$ cat src/rtl/pixel_buffer_if.sv
// Paint/clear/read bus for pixel_buffer.
// Master drives requests and read addresses; slave returns data and busy.
interface pixel_buffer_if #(
  parameter int CW = 3,
  parameter int AW = 8
);
  logic          brush;
  logic          ready;
  logic          bigBrush;
  logic [AW-1:0] wx;
  logic [AW-1:0] wy;
  logic [CW-1:0] newColor;
  logic          clear;
  logic [CW-1:0] clearColor;
  logic [AW-1:0] rx;
  logic [AW-1:0] ry;
  logic [CW-1:0] colorCode;
  logic          busy;

  modport master (
    output brush, ready, bigBrush,
    output wx, wy, newColor,
    output clear, clearColor,
    output rx, ry,
    input  colorCode, busy
  );

  modport slave (
    input  brush, ready, bigBrush,
    input  wx, wy, newColor,
    input  clear, clearColor,
    input  rx, ry,
    output colorCode, busy
  );
endinterface

$ cat src/rtl/pixel_buffer.sv
// ROWS x COLS colour buffer with 1x1/2x2 brush,
// raster clear and a registered read port.
module pixel_buffer #(
  parameter int COLS = 8,
  parameter int ROWS = 8,
  parameter int CW   = 3,
  parameter int AW   = 8
) (
  input logic           clk,
  input logic           reset,
  pixel_buffer_if.slave bus
);
  localparam int CB = (COLS > 1) ? $clog2(COLS) : 1;
  localparam int RB = (ROWS > 1) ? $clog2(ROWS) : 1;

  localparam logic [AW:0] CLIM = (AW+1)'(COLS);
  localparam logic [AW:0] RLIM = (AW+1)'(ROWS);

  localparam logic [1:0] IDLE  = 2'd0;
  localparam logic [1:0] PAINT = 2'd1;
  localparam logic [1:0] CLEAR = 2'd2;

  logic [1:0]    state;
  logic [CW-1:0] mem [ROWS][COLS];

  logic [AW-1:0] px, py;
  logic [CW-1:0] pc, cc;
  logic [1:0]    step;
  logic [CB-1:0] ccol;
  logic [RB-1:0] crow;

  logic          idle;
  logic          acc_clr;
  logic          acc_pnt;
  logic          rd_ok;
  logic          last;
  logic          we;
  logic          hit;
  logic [AW:0]   wc, wr;
  logic [CW-1:0] wd;

  assign idle    = (state == IDLE);
  assign acc_clr = idle & bus.clear;
  assign acc_pnt = idle & ~bus.clear
                 & bus.brush & bus.ready;
  assign bus.busy = ~idle;

  assign rd_ok = ({1'b0, bus.rx} < CLIM)
              && ({1'b0, bus.ry} < RLIM);

  assign last = (crow == RB'(ROWS-1))
             && (ccol == CB'(COLS-1));

  // step[0] selects the +1 column, step[1] the +1 row
  always_comb begin
    we = 1'b0;
    wc = {1'b0, bus.wx};
    wr = {1'b0, bus.wy};
    wd = bus.newColor;
    unique case (1'b1)
      acc_clr: begin
        we = 1'b1;
        wc = '0;
        wr = '0;
        wd = bus.clearColor;
      end
      acc_pnt: we = 1'b1;
      state == PAINT: begin
        we = 1'b1;
        wc = {1'b0, px} + (AW+1)'(step[0]);
        wr = {1'b0, py} + (AW+1)'(step[1]);
        wd = pc;
      end
      state == CLEAR: begin
        we = 1'b1;
        wc = (AW+1)'(ccol);
        wr = (AW+1)'(crow);
        wd = cc;
      end
      default: ;
    endcase
  end

  assign hit = we && (wc < CLIM) && (wr < RLIM);

  always_ff @(posedge clk or posedge reset) begin
    if (reset) begin
      state         <= IDLE;
      bus.colorCode <= '0;
      px            <= '0;
      py            <= '0;
      pc            <= '0;
      cc            <= '0;
      step          <= '0;
      ccol          <= '0;
      crow          <= '0;
      for (int r = 0; r < ROWS; r++)
        for (int c = 0; c < COLS; c++)
          mem[r][c] <= '0;
    end else begin
      bus.colorCode <= rd_ok
        ? mem[bus.ry[RB-1:0]][bus.rx[CB-1:0]]
        : '0;
      if (hit)
        mem[wr[RB-1:0]][wc[CB-1:0]] <= wd;
      unique case (1'b1)
        acc_clr: begin
          state <= CLEAR;
          cc    <= bus.clearColor;
          ccol  <= CB'(1);
          crow  <= '0;
        end
        acc_pnt: begin
          if (bus.bigBrush)
            state <= PAINT;
          px   <= bus.wx;
          py   <= bus.wy;
          pc   <= bus.newColor;
          step <= 2'd1;
        end
        state == PAINT: begin
          step <= step + 2'd1;
          if (step == 2'd3)
            state <= IDLE;
        end
        state == CLEAR: begin
          if (last)
            state <= IDLE;
          if (ccol == CB'(COLS-1)) begin
            ccol <= '0;
            crow <= crow + RB'(1);
          end else begin
            ccol <= ccol + CB'(1);
          end
        end
        default: ;
      endcase
    end
  end
endmodule

$ cat src/flat_wrapper.sv
// flat-port wrapper written by rule: the top's interface ports become plain ports
module pixel_buffer_flat 
#(
  parameter int COLS = 8,
  parameter int ROWS = 8,
  parameter int CW   = 3,
  parameter int AW   = 8
)
  (clk, reset, bus_brush, bus_ready, bus_bigBrush, bus_wx, bus_wy, bus_newColor, bus_clear, bus_clearColor, bus_rx, bus_ry, bus_colorCode, bus_busy);
  pixel_buffer_if #(.CW(CW), .AW(AW)) bus_i ();
  input logic clk;
  input logic reset;
  input wire logic [$bits(bus_i.brush)-1:0] bus_brush;
  input wire logic [$bits(bus_i.ready)-1:0] bus_ready;
  input wire logic [$bits(bus_i.bigBrush)-1:0] bus_bigBrush;
  input wire logic [$bits(bus_i.wx)-1:0] bus_wx;
  input wire logic [$bits(bus_i.wy)-1:0] bus_wy;
  input wire logic [$bits(bus_i.newColor)-1:0] bus_newColor;
  input wire logic [$bits(bus_i.clear)-1:0] bus_clear;
  input wire logic [$bits(bus_i.clearColor)-1:0] bus_clearColor;
  input wire logic [$bits(bus_i.rx)-1:0] bus_rx;
  input wire logic [$bits(bus_i.ry)-1:0] bus_ry;
  output wire logic [$bits(bus_i.colorCode)-1:0] bus_colorCode;
  output wire logic [$bits(bus_i.busy)-1:0] bus_busy;
  assign bus_i.brush = bus_brush;
  assign bus_i.ready = bus_ready;
  assign bus_i.bigBrush = bus_bigBrush;
  assign bus_i.wx = bus_wx;
  assign bus_i.wy = bus_wy;
  assign bus_i.newColor = bus_newColor;
  assign bus_i.clear = bus_clear;
  assign bus_i.clearColor = bus_clearColor;
  assign bus_i.rx = bus_rx;
  assign bus_i.ry = bus_ry;
  assign bus_colorCode = bus_i.colorCode;
  assign bus_busy = bus_i.busy;
  pixel_buffer #(.COLS(COLS), .ROWS(ROWS), .CW(CW), .AW(AW)) u_core (.clk(clk), .reset(reset), .bus(bus_i));
endmodule
$ cat config.mk
export PLATFORM = sky130hd
export DESIGN_NAME = pixel_buffer_flat
export DESIGN_NICKNAME = d
export VERILOG_FILES = /design/src/rtl/pixel_buffer_if.sv /design/src/rtl/pixel_buffer.sv /design/src/flat_wrapper.sv
export SDC_FILE = /design/constraint.sdc
export NUM_CORES = 1
export LEC_CHECK = 0
export ABC_AREA = 1
export BUFFER_PORTS_ARGS = -buffer_cell sky130_fd_sc_hd__buf_2
export CAP_MARGIN = 20
export CORE_MARGIN = 1
export CORE_UTILIZATION = 40
export DETAILED_ROUTE_END_ITERATION = 12
export SLEW_MARGIN = 20
export SYNTH_ARGS = -nofsm -noshare
export SYNTH_HDL_FRONTEND = slang
export SYNTH_SLANG_ARGS = --single-unit
$ cat constraint.sdc
create_clock -name clk -period 16.7 [get_ports clk]
set_input_delay 3.34 -clock clk [delete_from_list [all_inputs] [get_ports clk]]
set_output_delay 3.34 -clock clk [all_outputs]
set_load 0.01 [all_outputs]
-- Word level (Yosys, flattened, before mapping)
Index checks and enable logic that the tools add are counted.
- output and inout bits: 4
- register bits: 227
- logic and storage cells: 145
- input port bits: 44
- magnitude comparators: 10
- equality and inequality tests: 9
- bitwise gates (word level): 10
- $add $sub $neg: 5
- reduce and logical (&&, ||, !) cells: 13
- mux-type cells: 25
- operators by type and width (cell ; number):
    $bwmux W192 ; 1
    $bmux W24 S3 ; 1
    $demux W24 S3 ; 1
    $mux W24 ; 3
    $pmux W9 S3 ; 2
    $add A8 B1 Y9 ; 2
    $lt A9 B4 Y1 const B ; 2
    $mux W3 ; 6
    $ge A4 B4 Y1 const B ; 4
    $lt A8 B4 Y1 const B ; 2
    $not A3 Y4 ; 4
    $pmux W3 S2 ; 2
    $bmux W3 S3 ; 1
    $demux W3 S3 ; 1
    $pmux W3 S3 ; 1
    $lt A4 B1 Y1 const B ; 2
    $pmux W2 S4 ; 1
    $add A3 B1 Y3 const B ; 2
    $eq A3 B3 Y1 const B ; 2
    $logic_and A1 B1 Y1 ; 6
    $mux W2 ; 3
    $and A1 B1 Y1 ; 4
    $eq A2 B2 Y1 const B ; 2
    $ne A2 B1 Y1 const B ; 2
    other kinds (12) ; 15

-- Depth between registers and ports, before layout
Gate-level depths: netlist of the first run.
- word-level depth: 11
- mapped depth: 17
- gate-level depth less buffers: 15

-- Least setup slack after synthesis of the first run
OpenSTA, ideal clock, no wires.
- kind: input-to-reg
- start point: in bus_clear
- end point: reg u_core.mem[36] (netlist bit)
- library setup time: 0.117 ns
- arrival: 4.647 ns
- stages: 11
- slack: 11.936 ns
- buffers on the path: 1
- data required time: 16.583 ns
- cell sequence: nand2_4 nand2_8 buf_12 nand3_4 o21ai_4 inv_4 nand3_4 nor2_2 nand3_2 nand2_1 nand2_1
- cells in the longest elaborated chain, start to end: 10
- elaborated cells on any way between the ends: 27
- classes of those cells: order compare: 6; mux: 9; bitwise: 7; reduce/logical: 5
- RTL lines (element ; RTL line ; RTL):
    start, declared ; flat_wrapper.sv:19 ; input wire logic [$bits(bus_i.clear)-1:0] bus_clear;
    $and A1 B1 Y1 ; pixel_buffer.sv:43 ; assign acc_clr = idle & bus.clear;
    $pmux W9 S3 ; pixel_buffer.sv:60 ; unique case (1'b1)
    $not A3 Y4 (not written as such) ; pixel_buffer.sv:105 ; mem[wr[RB-1:0]][wc[CB-1:0]] <= wd;
    $ge A4 B4 Y1 (not written as such) or $lt A4 B1 Y1 (tied branches) ; pixel_buffer.sv:105 ;
    $logic_and A1 B1 Y1 (not written as such) ; pixel_buffer.sv:105 ;
    $mux W3 (not written as such) ; pixel_buffer.sv:105 ;
    $demux W3 S3 ; pixel_buffer.sv:105 ;
    $mux W24 (not written as such) ; pixel_buffer.sv:105 ;
    $demux W24 S3 ; pixel_buffer.sv:105 ;
    $bwmux W192 ; pixel_buffer.sv:105 ;
    end signal, assigned by index ; pixel_buffer.sv:105 ;
    end, declared ; pixel_buffer.sv:24 ; logic [CW-1:0] mem [ROWS][COLS];
Several ways; a longest one is shown, not always the timed one.
A chain may end at the register's enable or synchronous reset.

-- Worst setup path in the final report of the first run
- start point: in bus_clear
- end point: reg u_core.mem[119] (netlist bit)
The elaborated chain is that of the path after synthesis.

==> out/results.md, run 1 <==
## Status
* finished, final reports clean — status

## Critical path
* sky130_fd_sc_hd__nand2_1 — Top cell by count, worst path
* 256 — highest net fanout along the worst path
* flip-flop — type of destination of the critical path
* 17.14 ns — data required time at the worst endpoint
* input pin — kind of launch point of the worst setup path
* sky130_fd_sc_hd__buf_12 — cell with the largest stage delay on the worst path
* input pin to flip-flop — critical path type
* 6.05 ns — data arrival time of the critical path
* buf_2 > nor3_2 > buf_4 > inv_2 > nor2_1 > nand4_1 > nand2_4 > buf_12 > nand3_1 > nand2_1 > nand2_1 — crit path cell chain
* 0.67 ns — peak per-stage delay on the critical path

## Die
* 65 — Site Rows
* 40.9% — initial cell density of the core
* 0.0317 sq mm — Core Region
* 182 microns — die boundary height
* 182 microns — DIE WIDTH
* 0.0332 sq mm — overall die area
* 48 — Top Ports

## Global routing
* 22.5% — total track usage
* 11312 — via count of the first global-routing pass
* 257 — maximum number of pins on one net before global-route repair
* 0 — overflow left after global routing
* 30.5% — Global Route met1 Usage
* met2 — most congested layer reported by global routing
* 37.0% — met2 track demand over resource
* 0 — initial antenna violation count
* 60300 microns — global-route wire length before repair
* 2.97% — met3 usage

## STA
* no — setup repair after global routing missed its margin
* 0 — max-slew violations
* 0.0188 ns — worst clock skew on the final layout
* 0 — final setup violation count
* 0 — hold violation count in the final report
* 16.3% — headroom to the max-slew limit
* 0.466 ns — WHS
* 0 ns — setup TNS after final layout
* 33.6% — final worst path period share
* 1.26 ns — transition time of the tightest slew-check pin
* 5.62 ns — min Tclk post-route
* 0.178 GHz — top achievable clock speed

## Clock network
* sky130_fd_sc_hd__clkbuf_16 — Root Buffer Master
* 27 — TritonCTS buffer count
* 0.56 ns — clock latency of the later-clocked register in the worst-skew pair
* 0 — hold bufs inserted after CTS
* 0.07 ns — clock transition at the registers of the reported paths
* 3 — Longest Clk Path Bufs
* 0 — number of buffers inserted to repair setup after CTS
* 227 — clock sink count
* yes — TritonCTS clock tree
* 0 — post-CTS sizing
* 1 — H-tree levels

## Power and ir drop
* 7.1% — Comb power frac
* 48.1% — fraction of power consumed by the clock network
* 86.7 mW/mm^2 — power per cell area
* 918 uW — internal power consumption
* 316 uW — switching power
* 25.6% — Switching Fraction
* 78.2 uV — worst vdd rail ir drop
* 6.81 nW — cell leakage power
* 44.8% — sequential cell fraction of total power

## Placed design
* 47 — IO Port Bufs
* 0.794 — routability congestion estimate from global placement
* 21600 microns — post-DP HPWL

## Layout
* 9.63% — Layout area overhead
* 0 — diodes inserted
* 13.0% — share of cells above drive strength 1
* 1728 — Net count, final

## Synth
* 0 — number of warnings reported in the yosys synthesis log
* sky130_fd_sc_hd__dfrtp_1 — Yosys top cell by area
* 694 x sky130_fd_sc_hd__nand2_1, 227 x sky130_fd_sc_hd__dfrtp_1, 197 x sky130_fd_sc_hd__nand4_1, 188 x sky130_fd_sc_hd__nand3_1, 59 x sky130_fd_sc_hd__buf_2 — ranking of synthesized cells by instance count
* sky130_fd_sc_hd__dfrtp_1 — prevailing post-synth register cell
* 43.8% — sequential-to-total area share from yosys stat
* 43.8% — top cell type's share of synthesized area
* 0 — EDFF count, synth
* sky130_fd_sc_hd__dfrtp_1 44%, sky130_fd_sc_hd__nand2_1 20%, sky130_fd_sc_hd__nand4_1 9.5% — cells taking the most area after synthesis
* 227 — number of synthesized register bits
* 0.0130 sq mm — Cell Area, Synth
* 100% — share of synthesized flip-flops with an asynchronous set or reset
* 7.62 sq um — average cell area after synthesis
* sky130_fd_sc_hd__nand2_1 — most used standard cell by instance count after synthesis
* 39 — number of distinct library cell variants in the gate-level netlist after synthesis
* 1704 — cell count after synthesis
* 1760 — syn nets

## Routing
* 1073 — initial drt markers
* 36500 microns — Final Routed Wirelength
* 5 — DR pass1 iterations
* 17.4 microns — Routed WL per cell
* 11745 — total vias in the final route
* 5.61 — average vias per placed instance
* 0 — count of antenna-violating nets left after detailed routing
* 0 — DRC Markers

## Flow run
* 0 — number of max-cap violations

## Min path
* flip-flop to flip-flop — class of the worst hold path

-- cells by family after synthesis --
group,share of synthesized area [%]
AO/OA/AOI/OAI,4.56
buffers and inverters,5.61
AND/OR/NAND/NOR,44.9
adder cells (fa/ha/maj),1.16
flip-flops,43.8
-- final timing paths --
| kind | end | slack [ns] | start | depth (start not counted) |
|---|---|---|---|---|
| min reg2reg | u_core.mem[35]$_DFFE_PP0P_ | 0.47 | u_core.mem[35]$_DFFE_PP0P_ | 2 |
| max in group asynchronous | u_core.crow[2]$_DFFE_PP0P_ | 12.64 | reset | 3 |
| max reg2reg | u_core.mem[119]$_DFFE_PP0P_ | 13.24 | u_core.state[1]$_DFFE_PP0P_ | 13 |
| max | u_core.mem[119]$_DFFE_PP0P_ | 11.08 | bus_clear | 11 |
| min | u_core.mem[35]$_DFFE_PP0P_ | 0.47 | u_core.mem[35]$_DFFE_PP0P_ | 2 |
| min in group asynchronous | u_core.mem[166]$_DFFE_PP0P_ | 2.88 | reset | 2 |
-- stage by stage --
| step | total power [mW] | utilization (%) | instance area (sq um) | setup WS [ns] | instances |
|---|---|---|---|---|---|
| 2_1_floorplan | 0.619 | - | 13000 | 7.14 | 1704 |
| 3_3_place_gp | 0.651 | 42.0 | 13300 | 10.67 | 2045 |
| 3_5_place_dp | 0.651 | 42.0 | 13300 | 10.65 | 2045 |
| 6_report | 1.23 | 44.9 | 14200 | 11.08 | 2093 |
| 5_1_grt | 1.28 | 44.9 | 14200 | 10.90 | 2093 |
| 4_1_cts | 1.25 | 44.9 | 14200 | 11.23 | 2093 |
-- sequential cells by signal, summed over array words and instances (netlist names) --
register,cells
u_core.mem,192
u_core.px,8
u_core.py,8
u_core.bus.colorCode,3
u_core.cc,3
u_core.ccol,3
u_core.crow,3
u_core.pc,3
u_core.state,2
u_core.step,2
-- cell type report --
cell class	instances	area, sq um
clock inverter	13	151
tap	402	503
inverter	42	175
clock buffer	35	746
fill	3250	17500
multi-input combinational	1315	6620
sequential	227	5680
timing repair buffer	59	354
-- metal layers --
metal  vias up  share of wire [%]
li1       5720                  -
met1      5620                 45
met2       329                 46
met3        76                5.3
met4         0                3.4
met5         -                  0
-- critical path, delay by kind of cell --
family | cells | cell delay [ns]
buffers and inverters | 4 | 1.31
and+or+nand+nor | 7 | 1.13
-- layout by cell type (no fill, tap or decap), types with 4 or more instances in the layout --
cell and instances:
sky130_fd_sc_hd__nand2_1 692, sky130_fd_sc_hd__dfrtp_1 227, sky130_fd_sc_hd__nand4_1 197, sky130_fd_sc_hd__nand3_1 188, sky130_fd_sc_hd__nor2_2 53, sky130_fd_sc_hd__buf_2 47, sky130_fd_sc_hd__nor2_1 36, sky130_fd_sc_hd__a21oi_1 31
sky130_fd_sc_hd__inv_1 30, sky130_fd_sc_hd__o21ai_0 28, sky130_fd_sc_hd__clkbuf_16 27, sky130_fd_sc_hd__nand3_4 16, sky130_fd_sc_hd__nor2_4 12, sky130_fd_sc_hd__ha_1 12, sky130_fd_sc_hd__o31ai_1 9, sky130_fd_sc_hd__buf_4 9
sky130_fd_sc_hd__nand3_2 8, sky130_fd_sc_hd__inv_2 6, sky130_fd_sc_hd__o21ai_4 6, sky130_fd_sc_hd__inv_4 4, sky130_fd_sc_hd__o211ai_1 4, sky130_fd_sc_hd__clkbuf_1 4, sky130_fd_sc_hd__clkinvlp_4 4, sky130_fd_sc_hd__clkbuf_8 4
-- power by group through the flow --
stage               Sequential, mW  Clock (mW)  Combinational [mW]
detailed placement           0.563           0              0.0884
finish                       0.553       0.594              0.0875
floorplan                    0.563           0              0.0563
CTS                          0.553       0.607              0.0885
global placement             0.563           0              0.0881
global route                 0.553       0.628              0.0958
No activity file was read; power rests on OpenSTA's default activity.
==> run 2, diff against run 1 <==
clock period = 5.6 ns   (was 16.7 ns; I/O delays follow)
==> out/results.md, run 2 (synthesis gave the netlist of run 1 again) <==
## Placed design
* 1.82 ns — dpl ws, was 10.65 ns
* 0.809 — routability congestion estimate from global placement, was 0.794
* 0.0134 sq mm — placed inst area, was 0.0133 sq mm
* 47 — IO Port Bufs, unchanged
* 21700 microns — post-DP HPWL, was 21600 microns

## STA
* 0.299 GHz — top achievable clock speed
* 0 — final setup violation count, unchanged
* 0 — hold violation count in the final report, unchanged
* 3.34 ns — min Tclk post-route
* 0.0233 ns — worst clock skew on the final layout, was 0.0188 ns
* 0 ns — setup TNS after final layout, unchanged
* 1.08 ns — transition time of the tightest slew-check pin, was 1.26 ns
* 0 — max-slew violations, unchanged
* 59.7% — final worst path period share
* no — setup repair after global routing missed its margin, unchanged
* 28.0% — headroom to the max-slew limit, was 16.3%
* 2.26 ns — post-route worst setup slack, was 11.08 ns
* 0.464 ns — WHS, was 0.466 ns

## Status
* finished, final reports clean — status, unchanged

## Global routing
* 0 — overflow left after global routing, unchanged
* 22.5% — total track usage, about the same
* 156 — maximum number of pins on one net before global-route repair, was 257
* 0 — initial antenna violation count, unchanged
* 11142 — via count of the first global-routing pass, was 11312
* 60000 microns — global-route wire length before repair, was 60300 microns

## Critical path
* u_core.mem[111]$_DFFE_PP0P_ — Critical path destination, was u_core.mem[119]$_DFFE_PP0P_
* 3.78 ns — data arrival time of the critical path, was 6.05 ns
* u_core.mem[111]$_DFFE_PP0P_ — Reg-to-Reg End, was u_core.mem[119]$_DFFE_PP0P_
* u_core.state[0]$_DFFE_PP0P_ — worst r2r src, was u_core.state[1]$_DFFE_PP0P_
* 67 — highest net fanout along the worst path, was 256
* flip-flop to flip-flop — critical path type, was input pin to flip-flop
* flip-flop — type of destination of the critical path, unchanged
* 0.58 ns — peak per-stage delay on the critical path, was 0.67 ns
* u_core.state[0]$_DFFE_PP0P_ — worst setup path startpoint, was bus_clear
* 2.26 ns — Worst R2R Setup Slack, was 13.24 ns
* 13 — R2R cell count, unchanged
* inv_1 > ha_1 > inv_1 > nor3_2 > buf_4 > inv_2 > nor2_1 > nand4_1 > nand2_4 > buf_4 > nand3_1 > nand2_1 > nand2_1 — crit path cell chain, was buf_2 > nor3_2 > buf_4 > inv_2 > nor2_1 > nand4_1 > nand2_4 > buf_12 > nand3_1 > nand2_1 > nand2_1
* sky130_fd_sc_hd__nand2_4 — cell with the largest stage delay on the worst path, was sky130_fd_sc_hd__buf_12
* flip-flop — kind of launch point of the worst setup path, was input pin
* 6.03 ns — data required time at the worst endpoint, was 17.14 ns

## Power and ir drop
* 25.1% — Switching Fraction, was 25.6%
* 7.0% — Comb power frac, was 7.1%
* 265 mW/mm^2 — power per cell area, was 86.7 mW/mm^2
* 2.87 mW — internal power consumption, was 918 uW
* 6.91 nW — cell leakage power, was 6.81 nW
* 43.1% — sequential cell fraction of total power, was 44.8%
* 231 uV — worst vdd rail ir drop, was 78.2 uV
* 958 uW — switching power, was 316 uW
* 49.9% — fraction of power consumed by the clock network, was 48.1%

## Die
* 40.9% — initial cell density of the core, unchanged
* 182 microns — die boundary height, unchanged
* 0.0332 sq mm — overall die area, unchanged
* 182 microns — DIE WIDTH, unchanged
* 48 — Top Ports, unchanged
* 65 — Site Rows, unchanged
* 0.0317 sq mm — Core Region, unchanged

## Layout
* u_core.mem — register with the most flip-flops, unchanged
* 45.4% — final core occ, was 44.9%
* u_core.mem (192), u_core.px (8), u_core.py (8) — largest registers, unchanged
* 692 x sky130_fd_sc_hd__nand2_1, 227 x sky130_fd_sc_hd__dfrtp_1, 197 x sky130_fd_sc_hd__nand4_1 — leading cell types in the layout, fill and taps excluded, unchanged
* sky130_fd_sc_hd__nand2_1 — most frequent standard cell in the layout excluding fill and tap cells, unchanged
* 0.0144 sq mm — final design instance area without fill, was 0.0142 sq mm
* 0.00662 sq mm — area of the multi-input gates, unchanged
* 0 — diodes inserted, unchanged
* 3174 — number of fill cells, was 3250
* 10.9% — Layout area overhead, was 9.63%
* 0.00568 sq mm — combined flip-flop and latch cell area, unchanged
* 192 — number of flip-flops under the largest register name, unchanged
* 1736 — Net count, final, was 1728
* 13.7% — share of cells above drive strength 1, was 13.0%

## Flow run
* 0 — number of max-cap violations, unchanged

## Clock network
* 227 — clock sink count, unchanged
* 1 — H-tree levels, unchanged
* yes — TritonCTS clock tree, unchanged
* 0 — hold bufs inserted after CTS, unchanged
* 3 — Longest Clk Path Bufs, unchanged
* 0.06 ns — clock transition at the registers of the reported paths, was 0.07 ns
* 0 — number of buffers inserted to repair setup after CTS, unchanged
* 0.56 ns — clock latency of the later-clocked register in the worst-skew pair, about the same
* 0 — post-CTS sizing, unchanged
* sky130_fd_sc_hd__clkbuf_16 — Root Buffer Master, unchanged
* 28 — TritonCTS buffer count, was 27

## Routing
* 16700 microns — DRT met1 WL, was 16500 microns
* 992 — initial drt markers, was 1073
* 5.54 — average vias per placed instance, was 5.61
* 1690 microns — wire length on met3, was 1920 microns
* 0 — DRC Markers, unchanged
* 6 — DR pass1 iterations, was 5
* 17100 microns — routed wire length on met2, was 16800 microns
* 0 — count of antenna-violating nets left after detailed routing, unchanged
* 17.3 microns — Routed WL per cell, was 17.4 microns
* 11649 — total vias in the final route, was 11745
* 36400 microns — Final Routed Wirelength, was 36500 microns
* met4 — top routing layer in use, unchanged

## Min path
* flip-flop to flip-flop — class of the worst hold path, unchanged

[run 2: per-layer routing]
layer / track usage, % / vias up
met3: 2.53 / 52
met5: 0 / -
met1: 31.3 / 5549
met2: 37.0 / 311
met4: 6.05 / 0
li1: - / 5737
[run 2: power groups by stage]
| stage | clock [mW] | sequential [mW] | combinational (mW) |
|---|---|---|---|
| final | 1.91 | 1.65 | 0.267 |
| after global routing | 2.00 | 1.65 | 0.293 |
| after CTS | 1.93 | 1.65 | 0.271 |
| after detailed placement | 0 | 1.68 | 0.271 |
| after global placement | 0 | 1.68 | 0.269 |
| after floorplan | 0 | 1.68 | 0.168 |
[run 2: layout make-up]
type,count,area share [%]
Multi-Input combinational cell,1315,46.0
Sequential cell,227,39.4
Clock buffer,37,5.66
Tap cell,402,3.49
Timing Repair Buffer,66,3.02
Clock inverter,15,1.21
Inverter,42,1.19
[run 2: worst min-delay path by stage]
stage          cells after the start  slack (ns)                     endpoint                        start
2_1_floorplan                      2        0.44  u_core.mem[122]$_DFFE_PP0P_  u_core.mem[122]$_DFFE_PP0P_
5_1_grt                            2        0.49    u_core.mem[4]$_DFFE_PP0P_    u_core.mem[4]$_DFFE_PP0P_
3_5_place_dp                       2        0.45   u_core.mem[32]$_DFFE_PP0P_   u_core.mem[32]$_DFFE_PP0P_
3_3_place_gp                       2        0.45   u_core.mem[32]$_DFFE_PP0P_   u_core.mem[32]$_DFFE_PP0P_
6_report                           2        0.46  u_core.mem[122]$_DFFE_PP0P_  u_core.mem[122]$_DFFE_PP0P_
4_1_cts                            2        0.47   u_core.mem[32]$_DFFE_PP0P_   u_core.mem[32]$_DFFE_PP0P_
[run 2: through the flow]
step / total power [mW] / instances
6_report: 3.82 / 2104
5_1_grt: 3.94 / 2104
4_1_cts: 3.85 / 2104
3_5_place_dp: 1.95 / 2052
3_3_place_gp: 1.95 / 2051
2_1_floorplan: 1.85 / 1704
[run 2: worst max-delay path: cells and delay by family, from the launching register on]
| family | cells | cell delay [ns] |
|---|---|---|
| fa+ha+maj | 1 | 0.22 |
| simple gates | 7 | 1.42 |
| buf+inv | 5 | 1.14 |
| flops | 1 | 0.39 |
